==> config.mk <==
export PLATFORM = sky130hd
export DESIGN_NAME = uart_rx
export DESIGN_NICKNAME = d
export VERILOG_FILES = /design/src/rtl/uart_pkg.sv /design/src/rtl/uart_sync2.sv /design/src/rtl/uart_rx.sv
export SDC_FILE = /design/constraint.sdc
export NUM_CORES = 1
export LEC_CHECK = 0
export CORE_ASPECT_RATIO = 1.75
export CORE_MARGIN = 2
export CORE_UTILIZATION = 40
export CTS_BUF_LIST = sky130_fd_sc_hd__clkbuf_16
export CTS_CLUSTER_DIAMETER = 50
export CTS_CLUSTER_SIZE = 28
export DETAILED_ROUTE_END_ITERATION = 10
export HOLD_SLACK_MARGIN = 0.1
export PLACE_DENSITY = 0.64
export SYNTH_ARGS = -nofsm -noshare
export SYNTH_HDL_FRONTEND = slang
export SYNTH_SLANG_ARGS = --single-unit
==> constraint.sdc <==
create_clock -name clk -period 1.88 [get_ports clk]
set_input_delay 0.188 -clock clk [delete_from_list [all_inputs] [get_ports clk]]
set_output_delay 0.188 -clock clk [all_outputs]
set_load 0.02 [all_outputs]
==> src/rtl/uart_pkg.sv <==
// Shared UART definitions: frame-state encodings, default line rates and the
// bit-period helper used by both the receiver and the transmitter.
package uart_pkg;

  typedef enum logic [2:0] {
    IDLE   = 3'd0,
    START  = 3'd1,
    DATA   = 3'd2,
    PARITY = 3'd3,
    STOP   = 3'd4,
    BREAK  = 3'd5
  } uart_state_e;

  localparam int unsigned DEFAULT_CLOCK_FREQ = 27_000_000;
  localparam int unsigned DEFAULT_BAUD_RATE  = 1_000_000;

  function automatic int unsigned clks_per_bit(input int unsigned clock_freq,
                                               input int unsigned baud_rate);
    return clock_freq / baud_rate;
  endfunction

endpackage

==> src/rtl/uart_sync2.sv <==
// Two-flop synchronizer for an asynchronous single-bit input; the reset value
// is the input's idle level so no false edge is seen when reset releases.
module uart_sync2 #(
  parameter logic RESET_VALUE = 1'b1
) (
  input  logic clk,
  input  logic rst,
  input  logic d,
  output logic q
);

  logic meta;

  // NOTE: sequential state uses non-blocking (<=) so every flop samples the
  // pre-edge value of its source; blocking here would collapse the two stages.
  always_ff @(posedge clk or negedge rst) begin
    if (!rst) begin
      meta <= RESET_VALUE;
      q    <= RESET_VALUE;
    end else begin
      meta <= d;
      q    <= meta;
    end
  end

endmodule

==> src/rtl/uart_rx.sv <==
// UART receiver: 8N1 with optional even parity, mid-bit sampling, one-cycle
// valid strobe and per-frame parity/framing error flags.
module uart_rx
  import uart_pkg::*;
#(
  parameter int unsigned CLOCK_FREQ = DEFAULT_CLOCK_FREQ,
  parameter int unsigned BAUD_RATE  = DEFAULT_BAUD_RATE,
  parameter bit          PARITY_EN  = 1'b1
) (
  input  logic       clk,
  input  logic       rst,
  input  logic       Rx,
  output logic [7:0] data_out,
  output logic       data_valid,
  output logic       parity_err,
  output logic       frame_err,
  output logic       busy
);

  localparam int unsigned CLKS_PER_BIT = clks_per_bit(CLOCK_FREQ, BAUD_RATE);
  localparam int unsigned HALF_BIT     = CLKS_PER_BIT / 2;
  localparam int          CNT_W        = $clog2(CLKS_PER_BIT);

  localparam logic [CNT_W-1:0] CNT_LAST = CNT_W'(CLKS_PER_BIT - 1);
  localparam logic [CNT_W-1:0] CNT_HALF = CNT_W'(HALF_BIT - 1);

  logic rx_s;

  uart_sync2 #(.RESET_VALUE(1'b1)) u_sync (
    .clk (clk),
    .rst (rst),
    .d   (Rx),
    .q   (rx_s)
  );

  uart_state_e      state, state_next;
  logic [CNT_W-1:0] clk_cnt, clk_cnt_next;
  logic [2:0]       bit_idx, bit_idx_next;
  logic [7:0]       shift_reg, shift_reg_next;
  logic             par_err, par_err_next;
  logic             load;

  always_ff @(posedge clk or negedge rst) begin
    if (!rst) begin
      state     <= IDLE;
      clk_cnt   <= '0;
      bit_idx   <= '0;
      shift_reg <= '0;
      par_err   <= 1'b0;
    end else begin
      state     <= state_next;
      clk_cnt   <= clk_cnt_next;
      bit_idx   <= bit_idx_next;
      shift_reg <= shift_reg_next;
      par_err   <= par_err_next;
    end
  end

  // NOTE: every signal written below gets its hold value first; a path that
  // leaves one unassigned would infer a latch.
  always_comb begin
    state_next     = state;
    clk_cnt_next   = clk_cnt;
    bit_idx_next   = bit_idx;
    shift_reg_next = shift_reg;
    par_err_next   = par_err;
    load           = 1'b0;

    case (state)
      IDLE: begin
        clk_cnt_next = '0;
        if (!rx_s) state_next = START;
      end

      // Re-check the start bit at its midpoint to reject short glitches.
      START: begin
        if (clk_cnt == CNT_HALF) begin
          clk_cnt_next = '0;
          if (!rx_s) begin
            state_next   = DATA;
            bit_idx_next = '0;
          end else begin
            state_next = IDLE;
          end
        end else begin
          clk_cnt_next = CNT_W'(clk_cnt + 1'b1);
        end
      end

      DATA: begin
        if (clk_cnt == CNT_LAST) begin
          clk_cnt_next   = '0;
          shift_reg_next = {rx_s, shift_reg[7:1]};
          bit_idx_next   = 3'(bit_idx + 3'd1);
          if (bit_idx == 3'd7) state_next = PARITY_EN ? PARITY : STOP;
        end else begin
          clk_cnt_next = CNT_W'(clk_cnt + 1'b1);
        end
      end

      PARITY: begin
        if (clk_cnt == CNT_LAST) begin
          clk_cnt_next = '0;
          par_err_next = rx_s ^ (^shift_reg);
          state_next   = STOP;
        end else begin
          clk_cnt_next = CNT_W'(clk_cnt + 1'b1);
        end
      end

      // Leaving at mid-stop-bit leaves half a bit to catch a back-to-back start.
      STOP: begin
        if (clk_cnt == CNT_LAST) begin
          clk_cnt_next = '0;
          load         = 1'b1;
          state_next   = rx_s ? IDLE : BREAK;
        end else begin
          clk_cnt_next = CNT_W'(clk_cnt + 1'b1);
        end
      end

      BREAK: begin
        if (rx_s) state_next = IDLE;
      end

      default: state_next = IDLE;
    endcase
  end

  always_ff @(posedge clk or negedge rst) begin
    if (!rst) begin
      data_out   <= '0;
      data_valid <= 1'b0;
      parity_err <= 1'b0;
      frame_err  <= 1'b0;
    end else begin
      data_valid <= load;
      if (load) begin
        data_out   <= shift_reg;
        parity_err <= PARITY_EN & par_err;
        frame_err  <= ~rx_s;
      end
    end
  end

  assign busy = (state != IDLE);

endmodule

== Word level (Yosys, flattened, before mapping) ==
Cells that the tools add are included.

* Register bits after elaboration: 33
* Input port bits: 3
* Output and inout port bits: 12
* Word-level logic and storage cells: 60

* $add $sub $neg: 2
* Equality and inequality tests: 16
* Multiplexer cells: 19
* Bitwise gates (word level): 2
* Reductions and logical operators: 10

{| class="wikitable"
|+ Operators by type and width
! cell !! count
|-
| $mux 3 || 11
|-
| $pmux 3 s6 || 1
|-
| $pmux 5 s3 || 1
|-
| $ne 2x2->1 const B || 7
|-
| $mux 5 || 2
|-
| $eq 3x3->1 const B || 3
|-
| $reduce_xor 8->1 || 1
|-
| $reduce_and 7->1 || 1
|-
| $eq 3x2->1 const B || 2
|-
| $pmux 3 s2 || 1
|-
| $reduce_bool 3->1 || 2
|-
| $add 5x1->5 const B || 1
|-
| $eq 5x4->1 const B || 1
|-
| $eq 5x5->1 const B || 1
|-
| $reduce_and 2->1 || 2
|-
| $reduce_and 4->1 || 1
|-
| $add 3x1->3 const B || 1
|-
| $eq 3x1->1 const B || 1
|-
| $logic_not 3->1 || 1
|-
| $reduce_or 3->1 || 1
|-
| $mux 1 || 2
|-
| $mux 2 || 1
|-
| $ne 2x1->1 const B || 1
|-
| $reduce_bool 2->1 || 1
|-
| 2 further kinds || 2
|}

== Longest topological paths before layout ==
Gate-level depths: netlist of the first run.

* Word-level depth: 4
* Mapped depth: 7

== Modules after synthesis ==
From an unflattened synthesis of the first run, not the netlist that was laid out.

* Cell total of the unflattened synthesis: 127
* Area, all modules: 1639.1 µm²

{| class="wikitable"
|+ By module, submodules not included
! module !! instances !! cells an instance !! area each (µm²) !! seq. area each (µm²)
|-
| uart_rx || 1 || 125 || 1586.5 || 775.7
|-
| uart_sync2 || 1 || 2 || 52.6 || 52.6
|}

== Worst setup path after synthesis of the first run ==
OpenSTA, ideal clock, no wires.

* Path kind: register to register
* Start point: reg clk_cnt[0]
* End point: reg shift_reg[1]
* Setup time: 0.125 ns
* Data arrival time: 1.631 ns
* Data required time: 1.755 ns
* Slack: 0.125 ns
* Stages on the path, launching flop included: 7
* Path buffers: 1
* Cell sequence: dfrtp_1 inv_1 ha_1 and4b_2 nor3b_2 buf_6 mux2_2

* Longest elaborated chain between the ends: 2

{| class="wikitable"
|+ Ends and longest elaborated chain
! element !! line !! text
|-
| from (decl) || uart_rx.sv:37 || <nowiki>logic [CNT_W-1:0] clk_cnt, clk_cnt_next;</nowiki>
|-
| from (signal assigned) || uart_rx.sv:52 || <nowiki>clk_cnt <= clk_cnt_next;</nowiki>
|-
| $eq 5x5->1 || uart_rx.sv:91 || <nowiki>if (clk_cnt == CNT_LAST) begin</nowiki>
|-
| $reduce_and 2->1 (no source line) || -- ||
|-
| to (signal assigned) || uart_rx.sv:54 || <nowiki>shift_reg <= shift_reg_next;</nowiki>
|-
| to (decl) || uart_rx.sv:39 || <nowiki>logic [7:0] shift_reg, shift_reg_next;</nowiki>
|}

No other way between the ends.
A chain may end at the register's enable or synchronous reset.

== Worst setup path after layout of the first run ==
* Start point: reg state[2]
* End point: out busy

* Longest elaborated chain between the ends: 1

{| class="wikitable"
|+ Ends and longest elaborated chain
! element !! line !! text
|-
| from (decl) || uart_rx.sv:36 || <nowiki>uart_state_e state, state_next;</nowiki>
|-
| from (signal assigned) || uart_rx.sv:51 || <nowiki>state <= state_next;</nowiki>
|-
| $reduce_bool 3->1 || uart_rx.sv:146 || <nowiki>assign busy = (state != IDLE);</nowiki>
|-
| to (decl) || uart_rx.sv:17 || <nowiki>output logic busy</nowiki>
|}

No other way between the ends.

==> results of run 1 <==
[cells by family (layout without fill, tap and decap cells)]
logic type	count (synthesis)	count (layout)	synth area share [%]
AOI/OAI and AO/OA	16	16	7.65
xor gates and xnor gates	8	8	5.39
adders and majority gates	5	5	4.03
buffers and inverters	9	32	2.82
DFF	33	33	53.3
muxes	20	20	14.7
and+or+nand+nor	30	30	12.1
[stage by stage]
stage	cell area, um^2	power (uW)	utilization [%]
final	1910	1590	50.3
after global routing	1910	1670	50.3
after CTS	1890	1610	49.8
after detailed placement	1750	855	46.2
after global placement	1750	848	46.2
after floorplan	1550	812	-
[power by group through the flow]
| stage | Sequential [uW] | Clock [uW] | Combinational (uW) |
|---|---|---|---|
| floorplan | 751 | 0 | 60.6 |
| global placement | 763 | 0 | 85.2 |
| detailed placement | 765 | 0 | 89.4 |
| CTS | 753 | 771 | 90.2 |
| global route | 756 | 811 | 102 |
| finish | 753 | 753 | 88.0 |
[path summary, 6_finish.rpt]
kind	startpoint	slack, ns	end
max in group asynchronous	rst	1.24	u_sync.meta
min reg2reg	u_sync.meta	0.35	u_sync.q
max	state[2]	0.1	busy
min	rst	0.31	clk_cnt[4]
max reg2reg	clk_cnt[0]	0.13	shift_reg[0]
min in group clk	Rx	0.33	u_sync.meta
[layout make-up]
type / count / area [um^2]
fillers: 338 / 1880
repair buffers: 19 / 178
well taps: 48 / 60.1
flip-flops and latches: 33 / 828
clock inverters: 3 / 12.5
clock buffers: 5 / 125
inverters: 5 / 18.8
multi-input cells: 79 / 684
[what timing repair did]
action,4_1_cts,5_1_grt
gates resized for setup,0,1
hold endpoints to repair,0,0
buffers inserted,0,2
setup endpoints to repair,0,9
[metal layers]
metal  GRT usage [%]  up-vias  routed length, um
met4            8.35        0                 70
met5               0        -                  0
li1                -      464                  -
met2            25.0       19               1500
met3            4.14        7                100
met1            17.1      485               1080
[worst max-delay path, stage by stage (launching register included)]
cell and delay [ns]:
dfrtp_1 0.51, inv_1 0.14, nand2_1 0.08, clkdlybuf4s50_1 0.60
[cell usage in the layout, fill, tap and decap left out, types with 2 or more instances in the layout]
cell	instances
dfrtp_1	31
mux2_2	19
clkdlybuf4s50_1	14
nand2_1	9
inv_1	5
nor2_1	5
xnor2_1	5
ha_1	5
clkbuf_16	5
buf_4	5
nand3_1	3
a22o_1	3
o21ai_0	3
o31ai_1	2
nor2b_1	2
xor2_1	2
clkinv_1	2
dfstp_2	2
==> flow_summary.ini, run 1 <==
[outcome]
status = finished, final reports clean

[synth]
post-synth-top-count-cell = dfrtp_1
synth_top_area_share_pct = 49.9
syn_inst = 121
synth_seq_cells = 33
ys_top_cells_by_area = dfrtp_1 (50%), mux2_2 (14%), ha_1 (4.0%)
syn-num-nets = 129
synth_common_cells = dfrtp_1 (31), mux2_2 (19), nand2_1 (9)
synth_edf_count = 0
synth_ff_type = dfrtp_1
seq_area_frac_synth_pct = 53.3
ys_warn_count = 0
synth_area_um2 = 1550
synth_top_cell_by_area = dfrtp_1
synth_cell_types = 37
avgSynthCellArea_um2 = 12.8
synthArstFlopShare_pct = 100

[grt]
grt_pass1_wl_um = 4910
grtUsageTotal_pct = 15.0
grt_pass1_vias = 1038
grt_antenna_before_repair = 0
grt_max_degree = 34
overflow = 0

[finish]
nNetsFinal = 151
drive_above_1_share_pct = 28.5
area_growth_pct = 22.7
insertedDiodeCount = 0
stdcell_count = 192

[worst_setup_path]
startpoint_type = register
cp.arrival_ns = 1.59
worstPathRequired_ns = 1.69
path_max_fanout = 8
r2r_cells = 6
worst_setup_path_end_kind = primary output
crit_type = reg2out

[floorplan]
die_y_um = 86.5
rows = 30
die_area_um2 = 4420
ioPinCount = 15
die_w_um = 51.1
core_area_um2 = 3790
start_util_pct = 41.0

[pwr]
swShare_pct = 21.7
seq_power_share_pct = 47.3
max-vdd-ir-drop_uv = 673
p_int_uw = 1250
switchingPower_uw = 346
p_leak_uw = 0.000919
power_frac_clock_pct = 47.2
combPwrFrac_pct = 5.5
p_per_area_nw_per_um2 = 836

[timing]
max_slew_margin_pct = 72.5
skew_ns = 0.00292
period_minus_slack_ns = 1.78
fmax_mhz = 562
rsz0062_at_grt = no
setup_slack_ns = 0.0991
slew_viol_final = 0
fin_crit_sh_pct = 94.7
hold_slack_ns = 0.315
finalSetupTns_ns = 0
hold_violations = 0
worstMarginPinSlew_ns = 0.412
finalSetupViolCount = 0

[route]
vias = 975
ant_nets = 0
wl_per_cell_um = 14.3
wl_um = 2750
drt-pass1-iter-count = 4
vias_per_cell = 5.08
drcViolationCount = 0
first_iter_violations = 12

[worst_hold_path]
hp-class = in2async

[clock_tree]
ctsRootBufferMaster = clkbuf_16
clk_latency_ns = 0.27
cts.clk_slew.worst_paths_ns = 0.05
htree_num_levels = 2
cts_hold_buffers = 0
cts.sinks = 33
clockBufferDepth = 2
cts_buffers = 5
cts_tree = done

[placed_design]
place_ws_ns = 0.104
port_buffers = 14
dpl.hpwl_um = 2000
globalplace.congestion = 0.809
dpl.cell_count = 182

[job]
maxCapViolations = 0
Power figures use the tool's default switching activity.
==> inputs of run 2 (changes only) <==
--- a/config.mk
+++ b/config.mk
@@ -12,6 +12,7 @@
 export CTS_CLUSTER_DIAMETER = 50
 export CTS_CLUSTER_SIZE = 28
 export DETAILED_ROUTE_END_ITERATION = 10
+export GPL_TIMING_DRIVEN = 0
 export HOLD_SLACK_MARGIN = 0.1
 export PLACE_DENSITY = 0.64
 export SYNTH_ARGS = -nofsm -noshare
==> constraint.sdc (replaced) <==
create_clock -name clk -period 1.88 [get_ports clk]
set_input_delay 0.47 -clock clk [delete_from_list [all_inputs] [get_ports clk]]
set_output_delay 0.47 -clock clk [all_outputs]
set_load 0.02 [all_outputs]
==> run 2 against run 1 <==
Clock skew increased by 0.0046 ns. Flip-flop and latch count stayed put. Final cell count rose by 2.1%. Sequential power barely moved. Clock power increased by 3.5%. Die area is the same. Worst hold slack lost 0.063 ns. Critical path type is now reg2reg.
==> flow_summary.ini, run 2 (same netlist as run 1, synthesis figures left out) <==
[placed_design]
port_buffers = 14
dpl.hpwl_um = 1950
placed_area_um2 = 1750
globalplace.congestion = 0.819

[grt]
grt_pass1_vias = 1109
grtUsageTotal_pct = 15.8
grt_antenna_before_repair = 0
grt_pass1_wl_um = 5100
overflow = 0
grt_max_degree = 34

[floorplan]
core_area_um2 = 3790
start_util_pct = 41.0
die_w_um = 51.1
rows = 30
die_y_um = 86.5
die_area_um2 = 4420
ioPinCount = 15

[pwr]
switchingPower_uw = 381
p_leak_uw = 0.000940
p_per_area_nw_per_um2 = 825
max-vdd-ir-drop_uv = 639
finalPower_uw = 1630
power_frac_clock_pct = 47.7
p_int_uw = 1250
swShare_pct = 23.3
seq_power_share_pct = 46.3
combPwrFrac_pct = 6.0

[clock_tree]
htree_num_levels = 2
cts_tree = done
cts.sinks = 33
clockBufferDepth = 2
clk_latency_ns = 0.28
cts.clk_slew.worst_paths_ns = 0.06
ctsRootBufferMaster = clkbuf_16
cts_buffers = 5
cts_hold_buffers = 0

[timing]
skew_ns = 0.00749
rsz0062_at_grt = yes
max_slew_margin_pct = 50.8
worstMarginPinSlew_ns = 0.738
fin_crit_sh_pct = 97.4
period_minus_slack_ns = 1.83
finalSetupTns_ns = 0
hold_violations = 0
slew_viol_final = 0
finalSetupViolCount = 0
fmax_mhz = 546
hold_slack_ns = 0.252

[route]
wl_met3_um = 100
drt-pass1-iter-count = 3
ant_nets = 0
wl_um = 3010
vias_per_cell = 5.01
wl_met1_um = 1250
drcViolationCount = 0
wl_per_cell_um = 15.4
highest_layer = met4
vias = 981
first_iter_violations = 7
wl_met2_um = 1580

[worst_hold_path]
hp-class = in2async

[worst_setup_path]
slowest_delay_ns = 0.41
path_max_fanout = 5
slowest_stage = dfrtp_1
startpoint_type = register
worst_setup_path_end_kind = register
crit_chain = inv_2 > ha_4 > and4b_2 > nor3b_4 > buf_6 > mux2_2
r2r_setup_slack_ns = 0.05
worstPathRequired_ns = 2.04
cp.arrival_ns = 1.99
crit_type = reg2reg

[finish]
final.fill_count = 333
mostFrequentLayoutCells = dfrtp_1 (29), mux2_2 (14), clkdlybuf4s50_1 (12)
mostFrequentLayoutCell = dfrtp_1
stdcell_area_um2 = 1980
area_growth_pct = 27.4
nNetsFinal = 155
insertedDiodeCount = 0
drive_above_1_share_pct = 33.8

[outcome]
status = finished, final reports clean

[job]
maxCapViolations = 0
-- run 2: cell count changes in the layout (fill, tap and decap cells not counted), sizes merged --
| cell | before | now |
|---|---|---|
| clkdlybuf4s15 | 0 | 1 |
| buf | 5 | 10 |
| clkdlybuf4s50 | 14 | 12 |
-- run 2: worst paths after layout --
| kind | startpoint | to | cells past startpoint |
|---|---|---|---|
| setup / recovery | clk_cnt[0] | shift_reg[3] | 6 |
| hold / removal | rst | clk_cnt[2] | 1 |
| setup reg to reg | clk_cnt[0] | shift_reg[3] | 6 |
| hold reg to reg | u_sync.meta | u_sync.q | 0 |
| max in group asynchronous | rst | state[0] | 1 |
| min in group clk | u_sync.meta | u_sync.q | 0 |
-- run 2: power by group through the flow --
| stage | Clock [uW] | Combinational, uW | Sequential, uW |
|---|---|---|---|
| 2_1_floorplan | 0 | 60.6 | 751 |
| 3_3_place_gp | 0 | 90.7 | 756 |
| 3_5_place_dp | 0 | 93.6 | 757 |
| 4_1_cts | 787 | 86.5 | 752 |
| 5_1_grt | 813 | 110 | 758 |
| 6_report | 779 | 98.3 | 756 |
-- run 2: layout make-up --
type                       instances  area, um^2  area share, %
clock buffer                       5         125           6.32
sequential                        33         831           42.0
multi-input combinational         79         727           36.7
clock inverter                     3        12.5          0.632
buffer                             3        21.3           1.07
timing repair buffer              20         184           9.29
inverter                           5        18.8          0.948
tap                               48        60.1           3.03
-- run 2: critical path: cells and delay by family, from the launching register on --
kind	cells	cell delay (ns)
simple gates	2	0.58
mux	1	0.32
buf+inv	2	0.26
fa+ha+maj	1	0.13
flops	1	0.41
-- run 2: routing by layer --
layer / global-route usage (%) / vias to the layer above
li1: - / 472
met1: 17.4 / 489
met2: 26.6 / 15
met3: 4.48 / 5
met4: 8.85 / 0
met5: 0 / -
-- run 2: through the flow --
stage / util [%] / setup slack (ns) / instances
3_3_place_gp: 46.3 / -0.309 / 183
2_1_floorplan: - / 0.125 / 121
6_report: 52.2 / 0.0481 / 196
5_1_grt: 52.2 / -0.0361 / 196
4_1_cts: 50.3 / 0.00319 / 192
3_5_place_dp: 46.1 / -0.0559 / 183
-- run 2: timing repair --
action,CTS,global route
resized for setup,3,14
setup buffers,2,3
cloned,0,1
endpoints found under the setup margin,8,18
